**config.mk**
```make
export PLATFORM = sky130hd
export DESIGN_NAME = lfsr_req_arbiter_flat
export DESIGN_NICKNAME = d
export VERILOG_FILES = /design/src/rtl/lfsr_req_arbiter_if.sv /design/src/rtl/lfsr_req_arbiter.sv /design/src/flat_wrapper.sv
export SDC_FILE = /design/constraint.sdc
export NUM_CORES = 1
export LEC_CHECK = 0
export CORE_AREA = 2 2 80 59
export CTS_CLUSTER_SIZE = 25
export DETAILED_ROUTE_END_ITERATION = 10
export DIE_AREA = 0 0 82 61
export SETUP_SLACK_MARGIN = 0.15
export SLEW_MARGIN = 10
export SYNTH_ARGS = -nofsm -noshare
export SYNTH_HDL_FRONTEND = slang
export SYNTH_SLANG_ARGS = --single-unit
```
**constraint.sdc**
```tcl
create_clock -name clk -period 2.8 [get_ports clk]
set_clock_uncertainty 0.05 [all_clocks]
set_input_delay 0.56 -clock clk [delete_from_list [all_inputs] [get_ports clk]]
set_output_delay 0.56 -clock clk [all_outputs]
set_load 0.02 [all_outputs]
```
**src/rtl/lfsr_req_arbiter_if.sv**
```systemverilog
// Request/grant bus between random-byte consumers and the shared LFSR arbiter.
// The master side drives requests and seeding; the slave side is the arbiter.
interface lfsr_req_arbiter_if #(
  parameter int unsigned N_REQ = 2
) ();
  logic             seed_load;
  logic [7:0]       seed_in;
  logic [N_REQ-1:0] req;
  logic [N_REQ-1:0] gnt;
  logic             rnd_valid;
  logic [7:0]       rnd_data;
  logic [15:0]      gnt_count;

  modport master (
    output seed_load, seed_in, req,
    input  gnt, rnd_valid, rnd_data, gnt_count
  );

  modport slave (
    input  seed_load, seed_in, req,
    output gnt, rnd_valid, rnd_data, gnt_count
  );
endinterface

```
**src/rtl/lfsr_req_arbiter.sv**
```systemverilog
// Round-robin arbiter handing out one byte of a shared 8-bit Fibonacci LFSR
// per grant; the LFSR advances only when a value is served.
module lfsr_req_arbiter #(
  parameter int unsigned N_REQ = 2,
  parameter logic [7:0]  SEED  = 8'h01
) (
  input  logic                clk,
  input  logic                rst_n,
  lfsr_req_arbiter_if.slave   bus
);
  localparam int unsigned      PTR_W    = (N_REQ > 1) ? $clog2(N_REQ) : 1;
  localparam int unsigned      CNT_W    = 16;
  localparam logic [7:0]       SEED_EFF = (SEED == 8'h00) ? 8'h01 : SEED;
  localparam logic [N_REQ-1:0] ONE      = N_REQ'(1);
  localparam logic [PTR_W-1:0] LAST     = PTR_W'(N_REQ - 1);

  typedef enum logic {IDLE, GRANT} state_t;

  state_t             state;
  logic [7:0]         lfsr;
  logic [PTR_W-1:0]   rr_ptr;
  logic [N_REQ-1:0]   gnt_q;
  logic [7:0]         data_q;
  logic [CNT_W-1:0]   cnt_q;

  logic [PTR_W-1:0]   winner;
  logic               found;
  logic [7:0]         lfsr_step;
  logic [N_REQ-1:0]   winner_onehot;
  logic [PTR_W-1:0]   rr_ptr_next;

  assign lfsr_step     = {lfsr[6:0], lfsr[7] ^ lfsr[5] ^ lfsr[4] ^ lfsr[3]};
  assign winner_onehot = ONE << winner;
  assign rr_ptr_next   = (winner == LAST) ? '0 : winner + PTR_W'(1);

  // First asserted request at or after rr_ptr, wrapping past N_REQ-1.
  always_comb begin
    int unsigned idx;
    winner = '0;
    found  = 1'b0;
    idx    = 0;
    for (int unsigned i = 0; i < N_REQ; i++) begin
      idx = 32'(rr_ptr) + i;
      if (idx >= N_REQ) idx = idx - N_REQ;
      if (!found && |(bus.req & (ONE << idx))) begin
        winner = PTR_W'(idx);
        found  = 1'b1;
      end
    end
  end

  always_ff @(posedge clk or negedge rst_n) begin
    if (!rst_n) begin
      state  <= IDLE;
      lfsr   <= SEED_EFF;
      rr_ptr <= '0;
      gnt_q  <= '0;
      data_q <= 8'h00;
      cnt_q  <= '0;
    end else if (bus.seed_load) begin
      state  <= IDLE;
      lfsr   <= (bus.seed_in == 8'h00) ? 8'h01 : bus.seed_in;
      gnt_q  <= '0;
    end else if (found) begin
      state  <= GRANT;
      gnt_q  <= winner_onehot;
      data_q <= lfsr;
      lfsr   <= lfsr_step;
      rr_ptr <= rr_ptr_next;
      if (cnt_q != {CNT_W{1'b1}}) cnt_q <= cnt_q + CNT_W'(1);
    end else begin
      state  <= IDLE;
      gnt_q  <= '0;
    end
  end

  assign bus.gnt       = gnt_q;
  assign bus.rnd_valid = (state == GRANT);
  assign bus.rnd_data  = data_q;
  assign bus.gnt_count = cnt_q;
endmodule

```
**src/flat_wrapper.sv**
```systemverilog
// flat-port wrapper written by rule: the top's interface ports become plain ports
module lfsr_req_arbiter_flat 
#(
  parameter int unsigned N_REQ = 2,
  parameter logic [7:0]  SEED  = 8'h01
)
  (clk, rst_n, bus_seed_load, bus_seed_in, bus_req, bus_gnt, bus_rnd_valid, bus_rnd_data, bus_gnt_count);
  lfsr_req_arbiter_if #(.N_REQ(N_REQ)) bus_i ();
  input  logic clk;
  input  logic rst_n;
  input wire logic [$bits(bus_i.seed_load)-1:0] bus_seed_load;
  input wire logic [$bits(bus_i.seed_in)-1:0] bus_seed_in;
  input wire logic [$bits(bus_i.req)-1:0] bus_req;
  output wire logic [$bits(bus_i.gnt)-1:0] bus_gnt;
  output wire logic [$bits(bus_i.rnd_valid)-1:0] bus_rnd_valid;
  output wire logic [$bits(bus_i.rnd_data)-1:0] bus_rnd_data;
  output wire logic [$bits(bus_i.gnt_count)-1:0] bus_gnt_count;
  assign bus_i.seed_load = bus_seed_load;
  assign bus_i.seed_in = bus_seed_in;
  assign bus_i.req = bus_req;
  assign bus_gnt = bus_i.gnt;
  assign bus_rnd_valid = bus_i.rnd_valid;
  assign bus_rnd_data = bus_i.rnd_data;
  assign bus_gnt_count = bus_i.gnt_count;
  lfsr_req_arbiter #(.N_REQ(N_REQ), .SEED(SEED)) u_core (.clk(clk), .rst_n(rst_n), .bus(bus_i));
endmodule
```
==> results.json, run 1 <==
{
  "status": "finished, final reports clean",
  "fin_cells": 245,
  "clkTransAtPathRegs_ps": 70,
  "hold_path.class": "flip-flop to flip-flop",
  "viasPerCell": 5.03,
  "dpl.hpwl_um": 2570,
  "routed_wl_um": 3460,
  "p_leak_nw": 0.932,
  "regArea_um2": 902,
  "ys_warn_count": 0,
  "die-area_um2": 5000,
  "fin_crit_ps": 2280,
  "ctsHoldBuffers": 0,
  "cts-htree-levels": 2,
  "area_delta_synth_final_pct": 36.8,
  "overflow": 0,
  "finalSetupTns_ps": 0,
  "portBuffers": 39,
  "fmax_mhz": 438,
  "wl_per_cell_um": 14.1,
  "arrival_ps": 2390,
  "grt_pass1_wl_um": 6220,
  "drive_gt1_share_pct": 12.6,
  "totalPowerFinal_mw": 1.65,
  "detail_route.first_pass.iterations": 4,
  "initial_core_util_pct": 38.7,
  "ctsRootBufferMaster": "clkbuf_8",
  "path_cells": "clkdlybuf4s50_1, o21bai_1, nor4_1, o2111ai_1, xnor2_1",
  "drc": 0,
  "gp_congestion": 0.792,
  "grt_start_max_net_pins": 37,
  "num_io_pins": 40,
  "dp_cells": 237,
  "clock_path_buffers": 2,
  "grt.met3_usage_pct": 3.27,
  "grt_setup_unrepaired": "false",
  "fill_cells": 377,
  "required_ps": 2910,
  "die_w_um": 82,
  "synthesis.area_um2": 1630,
  "antenna_found_initial": 0,
  "final_nets": 203,
  "grt_pass1_vias": 1275,
  "ant_nets": 0,
  "postCtsSetupBuffers": 0,
  "period_share_pct": 81.6,
  "cp-end-kind": "flip-flop",
  "use_met2_pct": 25.2,
  "maxSlewHeadroom_pct": 49.3,
  "cts_tree": "done",
  "layout_commonest_cell": "clkdlybuf4s50_1",
  "busiest_layer": "met2",
  "hold_viol_final": 0,
  "cts.sinks": 36,
  "tightest_slew_ps": 754,
  "maxCapViolCount": 0,
  "avgSynthCellArea_um2": 11.4,
  "slew_viol_final": 0,
  "path_max_fanout": 6,
  "final_cell_mix": "clkdlybuf4s50_1 (39), dfrtp_1 (35), nand2_1 (16), xnor2_1 (11), o21ai_0 (10)",
  "crit_path_max_incr_delay_ps": 700,
  "die_height_um": 61,
  "syn_nets": 157,
  "placement_rows": 20,
  "ir_drop_mv": 0.466,
  "first_iter_violations": 47,
  "synth_cell_types": 33,
  "synth-seq-cells": 36,
  "setup_viol": 0,
  "synth_cells": 143,
  "cp_slowest_cell": "nor4_1",
  "cts.repair.resized": 0,
  "track_usage_pct": 16.5,
  "n_antenna_cell": 0,
  "gr-usage-met1_pct": 23.6,
  "powerDensity_nw_per_um2": 744,
  "vias": 1232,
  "post-place-ws_ps": 287,
  "setup_ws_ps": 515,
  "cts_made_buffers": 5,
  "clk_latency_ps": 280,
  "core-area_um2": 4200,
  "start_kind": "input port",
  "crit_type": "input port to flip-flop",
  "yosysSeqAreaShare_pct": 55.5,
  "multiInputGateArea_um2": 694
}
cell families (layout without fill, tap and decap cells):
logic type	count (synthesis)	after routing	share of synthesized area [%]
muxes	16	16	10.7
adders and majority gates	1	1	0.770
AOI/OAI and AO/OA	23	23	8.24
buffers and inverters	7	54	1.77
and+or+nand+nor	46	46	15.5
DFF	36	36	55.5
xor gates and xnor gates	14	14	7.54
worst max-delay path, delay by kind of cell:
family | cells | cell delay [ps]
AND/OR/NAND/NOR | 1 | 700
AO/OA/AOI/OAI | 2 | 430
XOR/XNOR | 1 | 180
buffers and inverters | 1 | 520
flip-flops by register name, summed over array words and instances (netlist names):
register and count:
u_core.rr_ptr 1, u_core.bus.rnd_valid 1, u_core.bus.rnd_data 8, u_core.bus.gnt 2, u_core.bus.gnt_count 16, u_core.lfsr 8
cells in the mapped netlist:
| library cell | count | area share (%) |
|---|---|---|
| a211oi_1 | 1 | 0.46 |
| a21oi_1 | 6 | 1.8 |
| a31oi_1 | 1 | 0.39 |
| and2_4 | 1 | 0.54 |
| and3_1 | 2 | 0.77 |
| and4_1 | 2 | 1.1 |
| buf_2 | 2 | 0.62 |
| clkbuf_1 | 2 | 0.46 |
| dfrtp_1 | 35 | 54 |
| dfstp_2 | 1 | 1.6 |
| ha_1 | 1 | 0.77 |
| inv_1 | 3 | 0.69 |
| mux2_2 | 7 | 4.9 |
| mux2_4 | 1 | 0.92 |
| mux2i_1 | 8 | 4.9 |
| nand2_1 | 16 | 3.7 |
| nand2b_1 | 2 | 0.77 |
| nand3_1 | 6 | 1.8 |
| nand3b_1 | 1 | 0.46 |
| nand4_1 | 2 | 0.77 |
| nand4_2 | 2 | 1.5 |
| nor2_1 | 5 | 1.2 |
| nor3_1 | 2 | 0.62 |
| nor4_1 | 2 | 0.77 |
| nor4b_1 | 1 | 0.54 |
| o2111ai_1 | 2 | 1.1 |
| o211ai_1 | 1 | 0.46 |
| o21a_1 | 1 | 0.46 |
| o21ai_0 | 10 | 3.1 |
| o21bai_1 | 1 | 0.46 |
| or4_1 | 2 | 0.92 |
| xnor2_1 | 11 | 5.9 |
| xor2_1 | 3 | 1.6 |
worst paths after layout:
path                                              start                  endpoint  slack (ps)  cells after the start
worst min-delay path             u_core.bus.rnd_data[0]    u_core.bus.rnd_data[0]         450                      2
worst min register to register   u_core.bus.rnd_data[0]    u_core.bus.rnd_data[0]         450                      2
max in group asynchronous                         rst_n            u_core.lfsr[0]        1720                      2
min in group asynchronous                         rst_n    u_core.bus.rnd_data[7]         640                      2
worst max-delay path                         bus_req[1]  u_core.bus.gnt_count[13]         520                      5
worst max register to register  u_core.bus.gnt_count[3]   u_core.bus.gnt_count[1]         790                      4
power by group:
| group | switching [mW] | total, mW | internal [mW] |
|---|---|---|---|
| clock | 0.180 | 0.494 | 0.314 |
| combinational | 0.215 | 0.448 | 0.233 |
| sequential | 0.0997 | 0.711 | 0.612 |
metrics by stage:
stage          util, %  instance area (um^2)  hold slack (ps)
2_1_floorplan        -                  1630              214
3_3_place_gp      49.9                  2100              418
3_5_place_dp      49.9                  2100              442
4_1_cts           52.9                  2220              457
5_1_grt           52.9                  2220              477
6_report          52.9                  2220              450
metal layers:
layer | vias to the layer above | wire length (um)
li1 | 605 | -
met1 | 600 | 1730
met2 | 22 | 1550
met3 | 5 | 132
met4 | 0 | 44
met5 | - | 0
cell type report:
cell class	count	share of cell area [%]
well taps	55	3.10
clock buffers	7	4.33
repair buffers	43	18.9
multi-input cells	100	31.2
inverters	3	0.506
flip-flops and latches	36	40.6
clock inverters	1	1.35
No activity file was read; power rests on OpenSTA's default activity.
==> run 2, diff against run 1 <==
clock period = 2.2 ns   (was 2.8 ns; I/O delays follow)
==> run 2 against run 1 <==
Critical path depth grew 1. Cell area shrank 0.11%. Worst hold slack gained 1.4 ps. Sequential share of layout area is essentially flat. Register-to-register slack lost 470 ps. Non-clock buffer count grew 4. Critical endpoint unchanged. Largest power group unchanged. Highest routed layer unchanged.
==> results.json, run 2 (synthesized netlist as in run 1, its figures left out) <==
{
  "slew_viol_final": 0,
  "final_util_pct": 52.8,
  "rrSetupSlack_ps": 320,
  "reg2reg_from": "u_core.bus.gnt_count[3]",
  "ctsHoldBuffers": 0,
  "ir_drop_mv": 0.399,
  "gp_congestion": 0.796,
  "maxCapViolCount": 0,
  "placement_rows": 20,
  "layout_commonest_cell": "clkdlybuf4s50_1",
  "powerDensity_nw_per_um2": 894,
  "area_delta_synth_final_pct": 36.6,
  "arrival_ps": 2040,
  "die-area_um2": 5000,
  "switching_share_pct": 32.8,
  "fin_crit_ps": 1910,
  "ant_nets": 0,
  "reg2reg_depth": 4,
  "grt_start_max_net_pins": 37,
  "p_switching_uw": 651,
  "final_cell_mix": "clkdlybuf4s50_1 (39), dfrtp_1 (35), nand2_1 (16), xnor2_1 (11), o21ai_0 (10)",
  "dpl.hpwl_um": 2630,
  "hold_slack_ps": 451,
  "hp-start": "u_core.rr_ptr",
  "cts_made_buffers": 5,
  "die_height_um": 61,
  "num_io_pins": 40,
  "portBuffers": 39,
  "crit_path_start": "bus_req[0]",
  "dpl_cell_area_um2": 2130,
  "cts.sinks": 36,
  "fmax_mhz": 523,
  "first_iter_violations": 87,
  "grt_pass1_vias": 1279,
  "die_w_um": 82,
  "tightest_slew_ps": 447,
  "final_cell_area_um2": 2220,
  "p_leak_nw": 0.932,
  "cts-htree-levels": 2,
  "overflow": 0,
  "required_ps": 2330,
  "status": "finished, final reports clean",
  "cts.repair.resized": 0,
  "grt_setup_unrepaired": "false",
  "cts_tree": "done",
  "grt_pass1_wl_um": 6170,
  "initial_core_util_pct": 38.7,
  "clkTransAtPathRegs_ps": 70,
  "fill_cells": 380,
  "crit_type": "input port to flip-flop",
  "hold_viol_final": 0,
  "final_nets": 207,
  "core-area_um2": 4200,
  "viasPerCell": 4.99,
  "finalSetupTns_ps": 0,
  "totalPowerFinal_mw": 1.98,
  "detail_route.first_pass.iterations": 4,
  "reg2reg_to": "u_core.bus.gnt_count[1]",
  "antenna_found_initial": 0,
  "track_usage_pct": 17.2,
  "drc": 0,
  "clock_path_buffers": 2,
  "maxSlewHeadroom_pct": 70.2,
  "n_antenna_cell": 0,
  "hold_path.class": "flip-flop to flip-flop",
  "clk_latency_ps": 300,
  "routed_wl_um": 3690,
  "setup_viol": 0,
  "vias": 1242,
  "start_kind": "input port",
  "p_int_mw": 1.33,
  "p_comb_share_pct": 29.3,
  "ctsRootBufferMaster": "clkbuf_8",
  "fin_cells": 249,
  "period_share_pct": 87.0,
  "min_to": "u_core.bus.gnt[0]",
  "p_clk_share_pct": 25.2,
  "cp-end-kind": "flip-flop",
  "largest_register_ffs": 16,
  "wl_per_cell_um": 14.8,
  "dp_cells": 241,
  "setup_ws_ps": 287,
  "whs_path_depth": 1,
  "power.share.sequential_pct": 45.6,
  "postCtsSetupBuffers": 0,
  "post-place-ws_ps": 58.3,
  "path_max_fanout": 5,
  "drive_gt1_share_pct": 13.9
}
-- run 2: worst max-delay path: stages --
cell             delay (ps)
clkdlybuf4s50_1         540
o21bai_1                150
nor4_1                  420
buf_4                   210
o2111ai_1               130
xnor2_1                 150
-- run 2: worst max-delay path by stage --
stage / endpoint / slack [ps]
after floorplan: u_core.bus.gnt_count[1] / 240
after global placement: u_core.bus.gnt_count[13] / 30
after detailed placement: u_core.bus.gnt_count[13] / 60
after CTS: u_core.bus.gnt_count[13] / 290
after global routing: u_core.bus.gnt_count[13] / 160
final: u_core.bus.gnt_count[13] / 290
-- run 2: layout make-up --
cell class | count | area, um^2 | area share (%)
inverters | 3 | 11.3 | 0.507
well taps | 55 | 68.8 | 3.10
clock buffers | 7 | 86.3 | 3.89
repair buffers | 47 | 450 | 20.3
multi-input cells | 100 | 694 | 31.3
flip-flops and latches | 36 | 902 | 40.6
clock inverters | 1 | 7.51 | 0.338
-- run 2: routing by layer --
layer | vias up | wire length, um | GRT usage, %
met5 | - | 0 | 0
met4 | 0 | 89 | 9.29
met3 | 7 | 177 | 3.87
met2 | 28 | 1680 | 25.9
met1 | 598 | 1740 | 23.4
li1 | 609 | - | -
-- run 2: power groups by stage --
stage	logic, mW	clock network [mW]	registers (mW)
2_1_floorplan	0.195	0	1.01
3_3_place_gp	0.574	0	0.911
3_5_place_dp	0.583	0	0.916
4_1_cts	0.588	0.514	0.905
5_1_grt	0.631	0.548	0.928
6_report	0.581	0.499	0.904
==> run 3, diff against run 2 <==
MAX_ROUTING_LAYER = met4   (was unset)
==> run 3 against run 2 <==
Global-route usage grew 0.57 points. Wire length about the same. Maximum frequency barely moved. Power about the same. Final cell count is the same. First-iteration DRC count up 3.4%. Critical path depth unchanged. Utilization unchanged. Clock power about the same. Critical endpoint unchanged. Sequential share of layout area unchanged. Setup slack got worse by 1.0 ps. Die area did not move.
==> results.json, run 3 (synthesized netlist as in run 1, its figures left out) <==
{
  "p_comb_share_pct": 29.3,
  "status": "finished, final reports clean",
  "routed_wl_um": 3690,
  "maxSlewHeadroom_pct": 70.2,
  "area_delta_synth_final_pct": 36.6,
  "powerDensity_nw_per_um2": 894,
  "grt_pass1_vias": 1280,
  "largest_register_ffs": 16,
  "hp-start": "u_core.rr_ptr",
  "clk_latency_ps": 300,
  "path_max_fanout": 5,
  "grt_start_max_net_pins": 37,
  "cts_tree": "done",
  "cp_top_family": "buffers and inverters",
  "fmax_mhz": 522,
  "hold_slack_ps": 451,
  "power.share.sequential_pct": 45.6,
  "fin_crit_ps": 1910,
  "reg2reg_depth": 4,
  "viasPerCell": 4.98,
  "postCtsSetupBuffers": 0,
  "setup_ws_ps": 286,
  "ctsRootBufferMaster": "clkbuf_8",
  "post-place-ws_ps": 58.3,
  "reg2reg_from": "u_core.bus.gnt_count[3]",
  "maxCapViolCount": 0,
  "grt_setup_unrepaired": "false",
  "required_ps": 2330,
  "layout_commonest_cell": "clkdlybuf4s50_1",
  "final_util_pct": 52.8,
  "cp-end-kind": "flip-flop",
  "hold_path.class": "flip-flop to flip-flop",
  "p_switching_uw": 652,
  "switching_share_pct": 32.8,
  "hold_viol_final": 0,
  "n_antenna_cell": 0,
  "cts-htree-levels": 2,
  "arrival_ps": 2040,
  "placement_rows": 20,
  "p_int_mw": 1.33,
  "ant_nets": 0,
  "antenna_found_initial": 0,
  "num_io_pins": 40,
  "die_w_um": 82,
  "finalSetupTns_ps": 0,
  "setup_viol": 0,
  "die-area_um2": 5000,
  "whs_path_depth": 1,
  "dpl.hpwl_um": 2630,
  "cts_made_buffers": 5,
  "detail_route.first_pass.iterations": 4,
  "final_cell_mix": "clkdlybuf4s50_1 (39), dfrtp_1 (35), nand2_1 (16), xnor2_1 (11), o21ai_0 (10)",
  "wl_per_cell_um": 14.8,
  "initial_core_util_pct": 38.7,
  "crit_buf_inv": 2,
  "drive_gt1_share_pct": 13.9,
  "die_height_um": 61,
  "grt_pass1_wl_um": 6170,
  "start_kind": "input port",
  "drc": 0,
  "path_cells": "clkdlybuf4s50_1, o21bai_1, nor4_1, buf_4, o2111ai_1, xnor2_1",
  "cp_num_cells": 6,
  "crit_path_max_incr_delay_ps": 540,
  "overflow": 0,
  "crit_type": "input port to flip-flop",
  "vias": 1241,
  "clkTransAtPathRegs_ps": 70,
  "core-area_um2": 4200,
  "ir_drop_mv": 0.402,
  "clock_path_buffers": 2,
  "final_nets": 207,
  "tightest_slew_ps": 447,
  "cts.repair.resized": 0,
  "first_iter_violations": 90,
  "portBuffers": 39,
  "cp_slowest_cell": "clkdlybuf4s50_1",
  "p_clk_share_pct": 25.1,
  "slew_viol_final": 0,
  "fill_cells": 380,
  "period_share_pct": 87.0,
  "gp_congestion": 0.807,
  "track_usage_pct": 17.8,
  "ctsHoldBuffers": 0,
  "cts.sinks": 36,
  "p_leak_nw": 0.932,
  "crit_path_start": "bus_req[0]"
}
[run 3: cell counts in the layout (fill, tap and decap cells not counted)]
No cell type changed its count.
[run 3: final cells by class]
cell class	instances	area [um^2]	area share, %
Sequential cell	36	902	40.6
Clock inverter	1	7.51	0.338
Timing Repair Buffer	47	450	20.3
Multi-Input combinational cell	100	694	31.3
Inverter	3	11.3	0.507
Clock buffer	7	86.3	3.89
Tap cell	55	68.8	3.10
[run 3: power by group through the flow]
| stage | sequential (mW) | combinational [mW] | clock [mW] |
|---|---|---|---|
| after floorplan | 1.01 | 0.195 | 0 |
| after global placement | 0.911 | 0.574 | 0 |
| after detailed placement | 0.916 | 0.583 | 0 |
| after CTS | 0.905 | 0.588 | 0.514 |
| after global routing | 0.928 | 0.631 | 0.548 |
| final | 0.905 | 0.582 | 0.499 |
[run 3: worst paths after layout]
check	end	slack, ps
max in group asynchronous	u_core.lfsr[0]	1260
hold / removal	u_core.bus.gnt[0]	450
setup reg to reg	u_core.bus.gnt_count[1]	310
hold reg to reg	u_core.bus.gnt[0]	450
setup / recovery	u_core.bus.gnt_count[13]	290
min in group asynchronous	u_core.lfsr[7]	500
[run 3: worst reg2reg max path: cells and delay by family, from the launching register on]
family / cells / cell delay, ps
mux: 1 / 290
simple gates: 3 / 970
flops: 1 / 460
[run 3: stage by stage]
| stage | instance area, um^2 | std cells | total power [mW] |
|---|---|---|---|
| 4_1_cts | 2220 | 249 | 2.01 |
| 2_1_floorplan | 1630 | 143 | 1.20 |
| 5_1_grt | 2220 | 249 | 2.11 |
| 3_5_place_dp | 2130 | 241 | 1.50 |
| 3_3_place_gp | 2130 | 241 | 1.48 |
| 6_report | 2220 | 249 | 1.99 |
[run 3: metal layers]
metal / GRT usage [%] / share of wire [%] / vias up
met5: - / 0 / -
met4: 9.29 / 2.4 / 0
met3: 3.57 / 4.3 / 7
met2: 25.9 / 45 / 28
met1: 23.6 / 48 / 597
li1: - / - / 609
